**src/rtl/fetch_pkg.sv**
```systemverilog
// rtl/fetch_pkg.sv - shared widths, reset PC default and prefetch entry type for instr_fetch
package fetch_pkg;

  localparam int DATA_WIDTH        = 16;
  localparam int ADDRESS_WIDTH     = 16;
  localparam int INSTRUCTION_WIDTH = 15;

  localparam logic [ADDRESS_WIDTH-1:0] DEFAULT_RESET_PC = 16'h0000;

  typedef struct packed {
    logic [ADDRESS_WIDTH-1:0] pc;
    logic [DATA_WIDTH-1:0]    word;
  } fetch_entry_t;

endpackage

```
**src/rtl/fetch_fifo.sv**
```systemverilog
// rtl/fetch_fifo.sv - prefetch FIFO of {pc, word} entries with synchronous clear
module fetch_fifo
  import fetch_pkg::*;
#(
  parameter int DEPTH = 4
) (
  input  logic                     clk,
  input  logic                     rst_n,
  input  logic                     clear_i,
  input  logic                     push_i,
  input  fetch_entry_t             push_data_i,
  input  logic                     pop_i,
  output fetch_entry_t             head_o,
  output logic                     empty_o,
  output logic                     full_o,
  output logic [$clog2(DEPTH):0]   count_o
);

  localparam int AW = $clog2(DEPTH);

  fetch_entry_t    mem_q [DEPTH];
  logic [AW-1:0]   wr_ptr_q, wr_ptr_d;
  logic [AW-1:0]   rd_ptr_q, rd_ptr_d;
  logic [AW:0]     count_q, count_d;
  logic            do_push, do_pop;

  assign empty_o = (count_q == '0);
  assign full_o  = (count_q == (AW+1)'(DEPTH));
  assign do_push = push_i && !full_o && !clear_i;
  assign do_pop  = pop_i && !empty_o && !clear_i;
  assign head_o  = mem_q[rd_ptr_q];
  assign count_o = count_q;

  always_comb begin
    wr_ptr_d = wr_ptr_q;
    rd_ptr_d = rd_ptr_q;
    count_d  = count_q;
    if (clear_i) begin
      wr_ptr_d = '0;
      rd_ptr_d = '0;
      count_d  = '0;
    end else begin
      if (do_push) wr_ptr_d = wr_ptr_q + AW'(1);
      if (do_pop)  rd_ptr_d = rd_ptr_q + AW'(1);
      count_d = count_q + (AW+1)'(do_push) - (AW+1)'(do_pop);
    end
  end

  always_ff @(posedge clk or negedge rst_n) begin
    if (!rst_n) begin
      wr_ptr_q <= '0;
      rd_ptr_q <= '0;
      count_q  <= '0;
    end else begin
      wr_ptr_q <= wr_ptr_d;
      rd_ptr_q <= rd_ptr_d;
      count_q  <= count_d;
    end
  end

  // Storage needs no reset: nothing is read until count says it was written.
  always_ff @(posedge clk) begin
    if (do_push) mem_q[wr_ptr_q] <= push_data_i;
  end

  a_no_overflow: assert property (@(posedge clk) disable iff (!rst_n)
    !(push_i && full_o && !clear_i));

endmodule

```
**src/rtl/instr_fetch.sv**
```systemverilog
// rtl/instr_fetch.sv - PC, request issue and response tracking in front of the prefetch FIFO
module instr_fetch
  import fetch_pkg::*;
#(
  parameter int                       FIFO_DEPTH = 4,
  parameter logic [ADDRESS_WIDTH-1:0] RESET_PC   = DEFAULT_RESET_PC
) (
  input  logic                         clk,
  input  logic                         rst_n,
  output logic                         mem_req,
  output logic [ADDRESS_WIDTH-1:0]     mem_addr,
  input  logic [DATA_WIDTH-1:0]        mem_rdata,
  input  logic                         mem_rvalid,
  input  logic                         core_busy,
  input  logic                         redirect_en,
  input  logic [ADDRESS_WIDTH-1:0]     redirect_addr,
  output logic [INSTRUCTION_WIDTH-1:0] instruction,
  output logic                         instr_valid,
  output logic [ADDRESS_WIDTH-1:0]     instr_pc
);

  localparam int            CW          = $clog2(FIFO_DEPTH) + 1;
  localparam logic [CW:0]   DEPTH_LIMIT = (CW+1)'(FIFO_DEPTH);

  logic [ADDRESS_WIDTH-1:0] fetch_pc_q, fetch_pc_d;
  logic [CW-1:0]            outstanding_q, outstanding_d;
  logic [CW-1:0]            discard_q, discard_d;
  logic [CW-1:0]            fifo_count;
  logic                     fifo_empty, fifo_full_unused;
  logic                     fifo_push, fifo_pop, rsp_drop;
  fetch_entry_t             push_entry, head_entry;
  logic [DATA_WIDTH-INSTRUCTION_WIDTH-1:0] rsvd_bits_unused;

  assign mem_req  = rst_n && !redirect_en &&
                    (({1'b0, fifo_count} + {1'b0, outstanding_q}) < DEPTH_LIMIT);
  assign mem_addr = fetch_pc_q;

  assign rsp_drop  = mem_rvalid && (discard_q != '0);
  assign fifo_push = mem_rvalid && !rsp_drop && !redirect_en;
  assign fifo_pop  = instr_valid && !core_busy && !redirect_en;

  // In-order memory: once stale responses are drained, the oldest live request sits this far behind the PC.
  assign push_entry = '{pc: fetch_pc_q - ADDRESS_WIDTH'(outstanding_q), word: mem_rdata};

  fetch_fifo #(.DEPTH(FIFO_DEPTH)) u_fifo (
    .clk         (clk),
    .rst_n       (rst_n),
    .clear_i     (redirect_en),
    .push_i      (fifo_push),
    .push_data_i (push_entry),
    .pop_i       (fifo_pop),
    .head_o      (head_entry),
    .empty_o     (fifo_empty),
    .full_o      (fifo_full_unused),
    .count_o     (fifo_count)
  );

  assign instr_valid      = !fifo_empty;
  assign instruction      = instr_valid ? head_entry.word[INSTRUCTION_WIDTH-1:0] : '0;
  assign instr_pc         = instr_valid ? head_entry.pc : RESET_PC;
  assign rsvd_bits_unused = head_entry.word[DATA_WIDTH-1:INSTRUCTION_WIDTH];

  always_comb begin
    fetch_pc_d    = fetch_pc_q;
    discard_d     = discard_q;
    outstanding_d = outstanding_q + CW'(mem_req) - CW'(mem_rvalid);
    if (mem_req)  fetch_pc_d = fetch_pc_q + ADDRESS_WIDTH'(1);
    if (rsp_drop) discard_d  = discard_q - CW'(1);
    if (redirect_en) begin
      fetch_pc_d = redirect_addr;
      discard_d  = outstanding_q - CW'(mem_rvalid);
    end
  end

  always_ff @(posedge clk or negedge rst_n) begin
    if (!rst_n) begin
      fetch_pc_q    <= RESET_PC;
      outstanding_q <= '0;
      discard_q     <= '0;
    end else begin
      fetch_pc_q    <= fetch_pc_d;
      outstanding_q <= outstanding_d;
      discard_q     <= discard_d;
    end
  end

endmodule

```
**config.mk**
```make
export PLATFORM = sky130hd
export DESIGN_NAME = instr_fetch
export DESIGN_NICKNAME = d
export VERILOG_FILES = /design/src/rtl/fetch_pkg.sv /design/src/rtl/fetch_fifo.sv /design/src/rtl/instr_fetch.sv
export SDC_FILE = /design/constraint.sdc
export NUM_CORES = 1
export LEC_CHECK = 0
export CORE_MARGIN = 10
export CORE_UTILIZATION = 50
export DETAILED_ROUTE_END_ITERATION = 7
export GPL_TIMING_DRIVEN = 0
export MAX_ROUTING_LAYER = met4
export PLACE_DENSITY_LB_ADDON = 0.2
export SLEW_MARGIN = 20
export SYNTH_ARGS = -nofsm -noshare
export SYNTH_HDL_FRONTEND = slang
export SYNTH_SLANG_ARGS = --single-unit
export TNS_END_PERCENT = 100
```
**constraint.sdc**
```tcl
create_clock -name clk -period 7.51 [get_ports clk]
set_input_delay 0.751 -clock clk [delete_from_list [all_inputs] [get_ports clk]]
set_output_delay 0.751 -clock clk [all_outputs]
set_load 0.05 [all_outputs]
```
==> flow_summary.json, run 1 <==
{
  "post_cts_buffers": 0,
  "syn_nets": 509,
  "clockBufferDepth": 2,
  "io_buffers": 83,
  "place_inst": 715,
  "avgSynthCellArea_sq_um": 15.3,
  "end_kind": "output pin",
  "ys_ff_latch": 153,
  "core_area_sq_mm": 0.0134,
  "drive_above_1_share_pct": 14.2,
  "routedWlPerCell_um": 19.1,
  "worst_path_dominant_cell_family": "buffers and inverters",
  "cts_max_level": 4,
  "root_buffer": "clkbuf_16",
  "netlist_area_sq_mm": 0.00690,
  "leakagePower_nw": 2.96,
  "via_per_inst": 5.45,
  "ant_nets": 0,
  "cts_sinks": 153,
  "nNetsFinal": 616,
  "rows": 42,
  "die_x_um": 137,
  "maxSlewHeadroom_pct": 43.2,
  "drv_slew": 0,
  "drt-initial-drc-count": 220,
  "setup_tns_ns": 0,
  "status": "finished clean",
  "tritoncts": "done",
  "synth-edff-count": 124,
  "pwr_density_cell_mw_per_mm2": 337,
  "max_stage_delay_ns": 0.83,
  "maxCapViolations": 0,
  "areaGrowthSynthToFinish_pct": 25.5,
  "crit_type": "flop to output pin",
  "fin_skew_ns": 0.00462,
  "worstPathCellList": "ha_1, or4b_4, buf_6, or2_2, nor2_1, clkdlybuf4s50_1",
  "min_period_over_period_pct": 52.0,
  "ys_async_sr_fraction_pct": 19.0,
  "synth_area_leaders": "edfxtp_1, dfrtp_1, mux4_2",
  "synth_top_area_share_pct": 54.0,
  "clkTransAtPathRegs_ns": 0.06,
  "cp.arrival_ns": 3.15,
  "vias": 4072,
  "synth_largest_area_cell": "edfxtp_1",
  "placed_cell_area_sq_mm": 0.00807,
  "finish.utilization_pct": 64.6,
  "start_kind": "flop",
  "die_h_um": 137,
  "hold_viol_final": 0,
  "drt-total-wl_um": 14300,
  "cts_resized": 0,
  "start_util_pct": 51.5,
  "post-dp-hpwl_um": 10000,
  "fin_ws_ns": 3.61,
  "synth-main-ff-cell": "edfxtp_1",
  "final_cells": 747,
  "crit_required_ns": 6.76,
  "drt_pass1_iterations": 4,
  "clock.fmax_mhz": 256,
  "grt_pass1_vias": 4434,
  "numCtsBuffers": 17,
  "min_period_ns": 3.90,
  "synth_warnings": 0,
  "grt_use_total_pct": 16.5,
  "routabilityCongestion": 0.789,
  "worst_pin_slew_ns": 0.845,
  "fin_area_sq_mm": 0.00865,
  "antenna_found_initial": 0,
  "rsz0062_at_grt": "no",
  "path_max_fanout": 9,
  "ys_seq_area_share_pct": 64.5,
  "n_antenna_cell": 0,
  "syn_inst": 451,
  "path_buf_inv": 2,
  "holdWs_ns": 0.275,
  "setup_viol_count_final": 0,
  "grt-ovfl-total": 0,
  "finalPower_mw": 2.92,
  "synth.distinct_cells": 44,
  "critPathSlowestCell": "clkdlybuf4s50_1",
  "drc": 0,
  "io_pins": 86,
  "dieArea_sq_mm": 0.0189,
  "clk-insertion-delay-late_ns": 0.42,
  "hp-class": "input port to async pin",
  "holdBufCountCts": 0,
  "peakVddDrop_uv": 172,
  "grt_pass1_wl_um": 22800,
  "dp_slack_ns": 3.74,
  "grt_max_degree": 31
}
## cell type report
cell class,instances,area [sq um]
Fill cell,998,4750
Sequential cell,153,4450
Multi-Input combinational cell,250,2270
Timing Repair Buffer,88,948
Clock buffer,23,478
Tap cell,176,220
Clock inverter,9,97.6
Buffer,23,97.6
Inverter,25,93.8
## cells by family (layout without fill, tap and decap cells)
| logic type | Yosys count | in the layout | synth area share (%) |
|---|---|---|---|
| AO/OA/AOI/OAI | 33 | 33 | 2.85 |
| AND/OR/NAND/NOR | 132 | 132 | 11.3 |
| adder cells (fa/ha/maj) | 21 | 21 | 4.14 |
| buffers and inverters | 48 | 168 | 2.78 |
| XOR/XNOR | 28 | 28 | 3.56 |
| multiplexers | 36 | 36 | 10.9 |
| flip-flops | 153 | 153 | 64.5 |
## sequential cells by signal, summed over array words and instances, names as in the netlist
signal and flops:
u_fifo.mem_q 124, discard_q 3, u_fifo.count_o 3, mem_addr 16, outstanding_q 3, u_fifo.wr_ptr_q 2
u_fifo.rd_ptr_q 2
## path summary, 6_finish.rpt
path	start	endpoint	slack [ns]	cells past startpoint
max reg2reg	u_fifo.count_o[1]	u_fifo.count_o[2]	4.56	10
min in group clk	discard_q[1]	discard_q[1]	0.56	2
min reg2reg	discard_q[1]	discard_q[1]	0.56	2
max in group asynchronous	rst_n	u_fifo.count_o[1]	7.06	2
max	u_fifo.count_o[2]	mem_req	3.61	6
min	rst_n	mem_addr[11]	0.27	2
## power by group
part	leakage [nW]	internal, mW	switching, mW
combinational	1.22	0.389	0.639
clock	0.278	0.511	0.311
sequential	1.46	1.02	0.0517
## cells in the final DEF (no fill, tap or decap), drive strengths merged, types with 3 or more instances in the layout
cell and instances:
nor3 11, a22oi 4, nand4 3, edfxtp 124, nand3 15, ha 18, and2 5, clkdlybuf4s50 82
nand3b 3, nand2 18, nor2b 39, clkbuf 39, clkinv 5, mux2i 4, nor4 7, o21ai 15
a21oi 6, xnor2 25, or4 3, nand2b 5, nor2 12, buf 13, nor3b 3, dfrtp 29
mux4 31, inv 25, xor2 3, fa 3
## synth_stat cells, drive strengths merged (4+ instances only)
library cell    n
a21oi           6
a22oi           4
and2            5
buf             7
clkbuf         16
dfrtp          29
edfxtp        124
ha             18
inv            25
mux2i           4
mux4           31
nand2          18
nand2b          5
nand3          15
nor2           12
nor2b          39
nor3           11
nor4            7
o21ai          15
xnor2          25
## layer usage
layer,vias to the layer above,track usage [%],part of all wire (%)
li1,1901,-,-
met1,2038,18.9,43
met2,119,27.1,51
met3,14,4.62,5.3
met4,0,6.09,1.1
met5,-,-,0
(Power assumes the default switching activity.)
==> run 2: changes to the inputs <==
- clock period: 7.51 -> 3.15 ns (I/O delays scaled with it)
==> run 2 against run 1 <==
Worst setup slack worse by 3.5 ns. Power grew 140%. Core utilization grew 0.44 points. Highest routed layer unchanged. Count of clock-buffer cells in the layout fell by 4. Sequential power increased by 140%. Sequential cell count is the same. Clock power grew to 2.7 times the previous value. Die area is the same. Via count is essentially flat.
==> flow_summary.json, run 2 (synthesis results as in run 1) <==
{
  "crit_required_ns": 2.83,
  "worstReg2RegStart": "u_fifo.count_o[2]",
  "start_util_pct": 51.5,
  "max_stage_delay_ns": 0.52,
  "cp.arrival_ns": 2.69,
  "dp_slack_ns": -0.124,
  "clk-insertion-delay-late_ns": 0.42,
  "drt_pass1_iterations": 4,
  "place_inst": 714,
  "start_kind": "flop",
  "hp-class": "input port to async pin",
  "drt-initial-drc-count": 279,
  "io_pins": 86,
  "cts_sinks": 153,
  "grt-ovfl-total": 0,
  "grt_max_degree": 30,
  "final_common_cell": "edfxtp_1",
  "maxSlewHeadroom_pct": 35.3,
  "status": "finished clean",
  "wl_met3_um": 871,
  "die_h_um": 137,
  "routedWlPerCell_um": 19.1,
  "worst_pin_slew_ns": 0.965,
  "dieArea_sq_mm": 0.0189,
  "drc": 0,
  "grt_pass1_wl_um": 23200,
  "clock.fmax_mhz": 333,
  "areaGrowthSynthToFinish_pct": 26.4,
  "largest_register_ffs": 124,
  "grt_pass1_vias": 4442,
  "n_antenna_cell": 0,
  "vias": 4071,
  "fin_skew_ns": 0.00751,
  "path_buf_inv": 2,
  "min_period_ns": 3.01,
  "placed_cell_area_sq_mm": 0.00806,
  "setup_viol_count_final": 0,
  "final.fill_count": 976,
  "regMostFlops": "u_fifo.mem_q",
  "rows": 42,
  "hold_viol_final": 0,
  "numCtsBuffers": 17,
  "peakVddDrop_uv": 432,
  "fin_ws_ns": 0.143,
  "pwr_density_cell_mw_per_mm2": 818,
  "drv_slew": 0,
  "fin_area_sq_mm": 0.00871,
  "nNetsFinal": 617,
  "seqCellArea_sq_mm": 0.00445,
  "tritoncts": "done",
  "end_kind": "output pin",
  "min_period_over_period_pct": 95.4,
  "leakagePower_nw": 3.11,
  "post-dp-hpwl_um": 9930,
  "via_per_inst": 5.44,
  "maxCapViolations": 0,
  "drive_above_1_share_pct": 15.0,
  "die_x_um": 137,
  "clkTransAtPathRegs_ns": 0.06,
  "ant_nets": 0,
  "cts_max_level": 4,
  "routed-wl-met2_um": 7060,
  "multiInputGateArea_sq_mm": 0.00228,
  "drt-total-wl_um": 14300,
  "grt_use_total_pct": 16.8,
  "routed.top_layer": "met4",
  "reg2reg_to": "outstanding_q[2]",
  "core_area_sq_mm": 0.0134,
  "critPathSlowestCell": "or4b_4",
  "io_buffers": 83,
  "antenna_found_initial": 0,
  "final_cells": 748,
  "routabilityCongestion": 0.789,
  "rsz0062_at_grt": "no",
  "worstPathCellList": "ha_1, or4b_4, buf_6, or2_2, nor2_4, clkdlybuf4s15_2",
  "wl_met1_um": 6060,
  "layout_common_cells": "edfxtp_1, clkdlybuf4s50_1, nor2b_1, mux4_2, dfrtp_1",
  "path_max_fanout": 9,
  "clockBufferDepth": 2,
  "worst_path_dominant_cell_family": "simple AND/OR/NAND/NOR gates",
  "reg2regPathDepth": 10,
  "root_buffer": "clkbuf_16",
  "crit_type": "flop to output pin",
  "ff2ff_setup_slack_ns": 0.27
}
==> run 2: worst max-delay path by stage <==
stage	cells after the start	endpoint	slack, ns	from
2_1_floorplan	10	outstanding_q[2]	0.19	outstanding_q[2]
3_3_place_gp	6	mem_req	-1.01	rst_n
3_5_place_dp	10	u_fifo.count_o[2]	-0.12	u_fifo.count_o[1]
4_1_cts	4	instruction[1]	0.08	u_fifo.count_o[1]
5_1_grt	4	instruction[0]	0.006	u_fifo.rd_ptr_q[1]
6_report	6	mem_req	0.14	u_fifo.count_o[2]
==> run 2: worst register-to-register path, stage by stage, from the launching register on <==
cell	delay, ns
dfrtp_1	0.45
ha_1	0.30
or4b_4	0.52
buf_6	0.16
or2_2	0.34
nor2_4	0.11
ha_1	0.17
inv_1	0.05
fa_1	0.37
xnor2_1	0.18
xnor2_1	0.14
==> run 2: metrics by stage <==
step / util (%) / setup TNS, ns / hold slack [ns] / power, mW
3_5_place_dp: 60.1 / -0.229 / 0.421 / 5.07
6_report: 65.0 / 0 / 0.431 / 7.13
5_1_grt: 65.0 / 0 / 0.455 / 7.47
4_1_cts: 65.0 / 0 / 0.423 / 7.20
2_1_floorplan: - / 0 / 0.0194 / 4.29
3_3_place_gp: 59.4 / -58.66 / 0.551 / 5.00
==> run 2: timing repair <==
item / in CTS / in global routing
cloned: 0 / 0
endpoints found under the hold margin: 29 / 0
endpoints found under the setup margin: 32 / 1
gates resized for setup: 33 / 1
hold buffers: 2 / 0
setup buffers: 0 / 0
==> run 2: report_power, final <==
group	total, mW	internal [mW]	switching [mW]
Combinational	2.37	0.851	1.52
Clock	2.20	1.42	0.783
Sequential	2.56	2.43	0.127
==> run 2: layout make-up <==
cell class	instances	share of cell area, %
tap	176	2.53
sequential	153	51.1
multi-input combinational	250	26.1
inverter	25	1.08
buffer	23	1.18
timing repair buffer	89	10.6
clock buffer	19	5.08
clock inverter	13	2.30
==> run 2: routing by layer <==
metal  up-vias  global-route usage [%]
li1       1897                       -
met1      2029                    19.7
met2       121                    26.7
met3        24                    4.48
met4         0                    7.67
met5         -                       -
==> run 3: changes to the inputs <==
- GPL_ROUTABILITY_DRIVEN: unset -> 0
==> results of run 3 <==
Same layout as run 2: the final DEF is identical, and so are final timing and power.
